[src/rtl/instruction_fetch_unit.sv]
// Fetch stage of a five-stage MIPS pipeline: owns the PC, reads combinational
// instruction memory and loads the IF/ID register, with stall, flush, redirect and fault flag.
module instruction_fetch_unit #(
  parameter logic [31:0] RESET_PC  = 32'h0000_0000,
  parameter int          MEM_WORDS = 128
) (
  input  logic        Clk,
  input  logic        Reset,
  input  logic        Stall,
  input  logic        Flush,
  input  logic        RedirectValid,
  input  logic [31:0] RedirectTarget,
  output logic [31:0] IMemAddress,
  input  logic [31:0] IMemInstruction,
  output logic [31:0] PC,
  output logic [31:0] IF_ID_Instruction,
  output logic [31:0] IF_ID_PCPlus4,
  output logic        IF_ID_Valid,
  output logic        AddrFault
);

  localparam logic [31:0] MEM_LIMIT = 32'(MEM_WORDS * 4);

  logic [31:0] pc_plus4;
  logic        in_range;
  logic [31:0] fetched_word;
  logic        bubble;
  logic        capture;
  logic        misaligned_redirect;

  assign IMemAddress         = PC;
  assign pc_plus4            = PC + 32'd4;
  assign in_range            = (PC < MEM_LIMIT);
  // Out-of-range fetches deliver a nop rather than whatever the memory aliases to.
  assign fetched_word        = in_range ? IMemInstruction : 32'h0000_0000;
  assign bubble              = Flush || RedirectValid;
  assign capture             = !bubble && !Stall;
  assign misaligned_redirect = RedirectValid && (RedirectTarget[1:0] != 2'b00);

  // NOTE: sequential state uses non-blocking assignments so every register
  // samples pre-edge values, independent of statement order.
  always_ff @(posedge Clk) begin
    if (Reset) begin
      PC                <= RESET_PC;
      IF_ID_Instruction <= 32'h0000_0000;
      IF_ID_PCPlus4     <= 32'h0000_0000;
      IF_ID_Valid       <= 1'b0;
      AddrFault         <= 1'b0;
    end else begin
      // A redirect beats a stall: the hazard is moot once the path changes.
      if (RedirectValid) begin
        PC <= {RedirectTarget[31:2], 2'b00};
      end else if (!Stall) begin
        PC <= pc_plus4;
      end

      if (bubble) begin
        IF_ID_Instruction <= 32'h0000_0000;
        IF_ID_PCPlus4     <= 32'h0000_0000;
        IF_ID_Valid       <= 1'b0;
      end else if (capture) begin
        IF_ID_Instruction <= fetched_word;
        IF_ID_PCPlus4     <= pc_plus4;
        IF_ID_Valid       <= 1'b1;
      end

      if (misaligned_redirect || (capture && !in_range)) begin
        AddrFault <= 1'b1;
      end
    end
  end

endmodule

[config.mk]
export PLATFORM = sky130hd
export DESIGN_NAME = instruction_fetch_unit
export DESIGN_NICKNAME = d
export VERILOG_FILES = /design/src/rtl/instruction_fetch_unit.sv
export SDC_FILE = /design/constraint.sdc
export NUM_CORES = 1
export LEC_CHECK = 0
export ABC_AREA = 0
export CAP_MARGIN = 20
export CORE_MARGIN = 1.5
export CORE_UTILIZATION = 47
export DETAILED_ROUTE_END_ITERATION = 8
export GPL_TIMING_DRIVEN = 1
export PLACE_DENSITY = 0.83
export SLEW_MARGIN = 20
export SYNTH_ARGS = -nofsm -noshare
export SYNTH_HDL_FRONTEND = slang
export SYNTH_SLANG_ARGS = --single-unit
export TNS_END_PERCENT = 30
[constraint.sdc]
create_clock -name Clk -period 4.95 [get_ports Clk]
set_input_delay 0.99 -clock Clk [delete_from_list [all_inputs] [get_ports Clk]]
set_output_delay 0.99 -clock Clk [all_outputs]
set_load 0.05 [all_outputs]
== Word level (Yosys, flattened, before mapping) ==
Cells that the tools add are included.
W data, S select, Z words.

* Reduce and logical (&&, ||, !) cells: 11
* Muxes and demuxes: 3
* Magnitude comparators: 1
* Eq/ne operators: 1
* $add $sub $neg: 1

{| class="wikitable"
|+ Operators with widths
! operator !! number
|-
| $mux W32 || 3
|-
| $add A32 B3 Y32 const B || 1
|-
| $lt A32 B10 Y1 const B || 1
|-
| $reduce_or A2 Y1 || 2
|-
| $logic_and A1 B1 Y1 || 3
|-
| $logic_not A1 Y1 || 3
|-
| $logic_or A1 B1 Y1 || 2
|-
| $ne A2 B1 Y1 const B || 1
|-
| $reduce_bool A2 Y1 || 1
|}

* Bits of input ports: 69
* Bits in registers: 98
* Word-level logic and storage cells: 23

== Longest topological paths before layout ==
* Word-level depth: 5
* Gate-level depth with buffers: 7

== Worst setup path after synthesis ==
No wires, ideal clock.

* Path type: reg2reg
* From: register PC[2] (netlist: IMemAddress[2])
* To: register IF_ID_PCPlus4[20]
* Path slack: 2.429 ns
* Setup time: 0.074 ns
* Clock period less this slack: 2.521 ns
* Data arrival time: 2.447 ns
* Stages on the path, launching flop included: 7
* Cells stage by stage: dfxtp_1 -> ha_1 -> nand3_1 -> or3_1 -> clkbuf_1 -> or3_1 -> a31oi_1

* Word-level cells in the longest chain between the ends: 1

{| class="wikitable"
|+ RTL lines
! what !! line !! text
|-
| from (decl) || 15 || <nowiki>output logic [31:0] PC,</nowiki>
|-
| from (signal assigned) || 52 || <nowiki>PC <= {RedirectTarget[31:2], 2'b00};</nowiki>
|-
| from (signal assigned) || 54 || <nowiki>PC <= pc_plus4;</nowiki>
|-
| $add A32 B3 Y32 || 32 || <nowiki>assign pc_plus4 = PC + 32'd4;</nowiki>
|-
| to (signal assigned) || 63 || <nowiki>IF_ID_PCPlus4 <= pc_plus4;</nowiki>
|-
| to (decl) || 17 || <nowiki>output logic [31:0] IF_ID_PCPlus4,</nowiki>
|}

Every way passes these cells.
A chain may end at the register's enable or synchronous reset.

== Final worst setup path ==
* From: input RedirectValid
* To: register IF_ID_PCPlus4[5]

* Word-level cells in the longest chain between the ends: 3
* Elaborated cells on any way between the ends: 4

{| class="wikitable"
|+ RTL lines
! what !! line !! text
|-
| from (decl) || 11 || <nowiki>input logic RedirectValid,</nowiki>
|-
| $logic_or A1 B1 Y1 * || 36 || <nowiki>assign bubble = Flush || RedirectValid;</nowiki>
|-
| $logic_not A1 Y1 || 37 || <nowiki>assign capture = !bubble && !Stall;</nowiki>
|-
| $logic_and A1 B1 Y1 || 37 ||
|}

Every way passes the cells marked *; elsewhere a longest branch is shown, timed or not.

==> impl_metrics.yaml <==
detailed_routing:
  remaining_drc_errors: 0
  drt_iter0_drc: 511
  vias: 5211
  antenna_left: 0
  first_pass_iters: 7
  wire_per_inst_microns: 18.0
  wl_microns: 15600
  vias_per_cell: 6.02
worst_setup_path:
  cp_max_fo: 35
  crit_path_start: "RedirectValid"
  reg2reg_depth: 5
  path_cells: "clkdlybuf4s50_1 > buf_4 > or2_2 > nor2_2 > o21ai_0 > o211a_1"
  slowest_stage: "nor2_2"
  crit_end: "IF_ID_PCPlus4[5]"
  path_class: "input pin to flop"
  end_kind: "flop"
  reg2reg_from: "IMemAddress[2]"
  critPathMaxStageDelay_ns: 0.79
  ff2ff_setup_slack_ns: 2.14
  start_kind: "input pin"
  required_ns: 5.20
  cp.arrival_ns: 3.44
  r2r_end: "IF_ID_PCPlus4[24]"
grt:
  grt_max_degree: 36
  grt_pass1_wl_microns: 24400
  grt_usage: 0.272
  antenna_found_initial: 0
  first_global_vias: 4887
  overflow: 0
timing:
  fin_setup_tns_ns: 0
  tightest_slew_ns: 0.950
  fin_skew_ns: 0.0119
  slew_viol_final: 0
  min_period_ns: 3.19
  hold_violations: 0
  whs_ns: 0.455
  max-slew-margin-rel: 0.366
  finalSetupViolations: 0
  fmax_ghz: 0.314
  period_share: 0.644
  rsz0062_at_grt: "no"
cells_and_area:
  regArea_sq_um: 1880
  nFillCells: 824
  multi_input_area_sq_um: 2470
  final_nets: 798
  diodes: 0
  layout-drive-gt1-share: 0.0423
  synthToLayoutAreaGrowth_pct: 38.4
synthesis:
  syn_area_per_cell_sq_um: 7.95
  ys_warn_count: 0
  synth_ff_type: "dfxtp_1"
  netlist_instances: 612
  synth-edff-count: 0
  ys_types: 48
  synth_area_sq_um: 4870
  yosysSeqAreaShare: 0.387
  async_reset_ff_frac: 0
  ys_ff_latch: 94
clocking:
  ctsHoldBuffers: 0
  cts_resized: 0
  postCtsSetupRepairBufs: 0
  clk_latency_ns: 0.36
  cts.path.max_buffers: 2
  cts_tree: "built"
  clk_pin_slew_ns: 0.09
  numCtsBuffers: 9
  clkSinkCount: 94
  htreeDepth: 3
  clockRootBuffer: "clkbuf_8"
pwr:
  ir_worst_vdd_mv: 0.210
  power_density_nw_per_um2: 264
  power_leakage_nw: 2.12
place:
  dp_hpwl_microns: 11000
  place_congestion: 0.908
  port_buffers: 192
die:
  start_util: 0.491
  dieArea_sq_um: 11000
  core_sq_um: 9910
  chipWidth_microns: 105
  rows: 36
  ios: 199
  fp.dieH_microns: 105
run_status:
  status: "finished clean"
min_path:
  hold_path_class: "flop to flop"
job:
  drv_cap: 0
layout by cell type (no fill, tap or decap), types with 3 or more instances in the layout:
cell type / count
o21ai_0: 38
a211oi_1: 16
a31oi_1: 15
and3_1: 6
a311oi_1: 5
clkdlybuf4s50_1: 192
xnor2_1: 21
or4_1: 16
nand3_1: 11
inv_1: 8
xor2_1: 7
nor4_1: 16
or3_1: 12
clkbuf_8: 10
dfxtp_1: 94
and4_1: 8
o31ai_1: 14
nor3_1: 7
a2111oi_0: 3
nand4_1: 43
buf_4: 8
nand2_1: 53
a21oi_1: 50
conb_1: 6
nor2_1: 36
synthesized netlist by cell type (2+ instances only):
master,number,share of area
inv_1,8,0.0062
a311oi_1,5,0.0090
clkbuf_1,56,0.043
xor2_1,7,0.013
o31ai_1,14,0.022
a31oi_1,15,0.019
o311ai_0,2,0.0036
nand3b_1,2,0.0031
and4_1,9,0.016
nand4_1,43,0.055
buf_2,6,0.0062
a2111oi_0,3,0.0054
or4_1,16,0.025
buf_1,2,0.0015
buf_4,36,0.056
a21oi_1,50,0.051
nor3_1,8,0.0082
nand3_1,11,0.011
dfxtp_1,94,0.39
nor2_1,39,0.030
nor4_1,16,0.021
xnor2_1,21,0.038
nand2_1,53,0.041
o21ai_0,38,0.039
and2_1,2,0.0026
nand4b_1,2,0.0036
a211oi_1,16,0.025
or3_1,13,0.017
and3_1,6,0.0077
registers in the layout, indices dropped and copies added (netlist names):
name and flops:
IF_ID_PCPlus4 30, AddrFault 1, IF_ID_Instruction 32, IMemAddress 30, IF_ID_Valid 1
how the worst min path moves through the flow:
stage,to,cells after the start,start
3_5_place_dp,IF_ID_Instruction[24],2,IF_ID_Instruction[24]
2_1_floorplan,IF_ID_Instruction[0],2,IF_ID_Instruction[0]
6_report,IF_ID_Instruction[24],2,IF_ID_Instruction[24]
3_3_place_gp,IF_ID_Instruction[26],2,IF_ID_Instruction[26]
5_1_grt,IF_ID_Instruction[15],2,IF_ID_Instruction[15]
4_1_cts,IF_ID_Instruction[24],2,IF_ID_Instruction[24]
cell type report:
class	instances	area share
Sequential cell	94	0.279
Tap cell	133	0.0247
Clock buffer	12	0.0215
Clock inverter	4	0.00817
Timing Repair Buffer	200	0.294
Multi-Input combinational cell	415	0.367
Inverter	8	0.00446
stage by stage:
step                cells  worst slack [ns]   util  total power (W)  cell area [sq um]
floorplan             617              2.43      -          0.00112               4880
global placement      850              1.52  0.659          0.00126               6530
detailed placement    850              1.43  0.659          0.00126               6530
CTS                   866              1.80  0.679          0.00178               6730
global route          866              1.51  0.680          0.00183               6740
finish                866              1.76  0.680          0.00178               6740
cells by family after synthesis:
logic type,synth area share
simple gates,0.252
compound gates,0.193
buf+inv,0.113
flops,0.387
xor+xnor,0.0504
fa+ha+maj,0.00257
other cells,0.000771
mux,0.00206
worst max-delay path: cells and delay by family:
kind | cells | cell delay (ns)
compound gates | 2 | 0.44
buf+inv | 2 | 0.62
simple gates | 2 | 1.38
report_power, final:
part           total, W  switching, W  internal [W]
Sequential     0.000833     0.0000524      0.000781
Clock          0.000529      0.000278      0.000251
Combinational  0.000418      0.000264      0.000154
Total           0.00178      0.000594       0.00119
layer usage:
layer / global-route usage / wire (microns)
met1: 0.335 / 6040
met2: 0.454 / 7600
met3: 0.0686 / 1520
met4: 0.108 / 472
met5: 0 / 0
(Power assumes the default switching activity.)
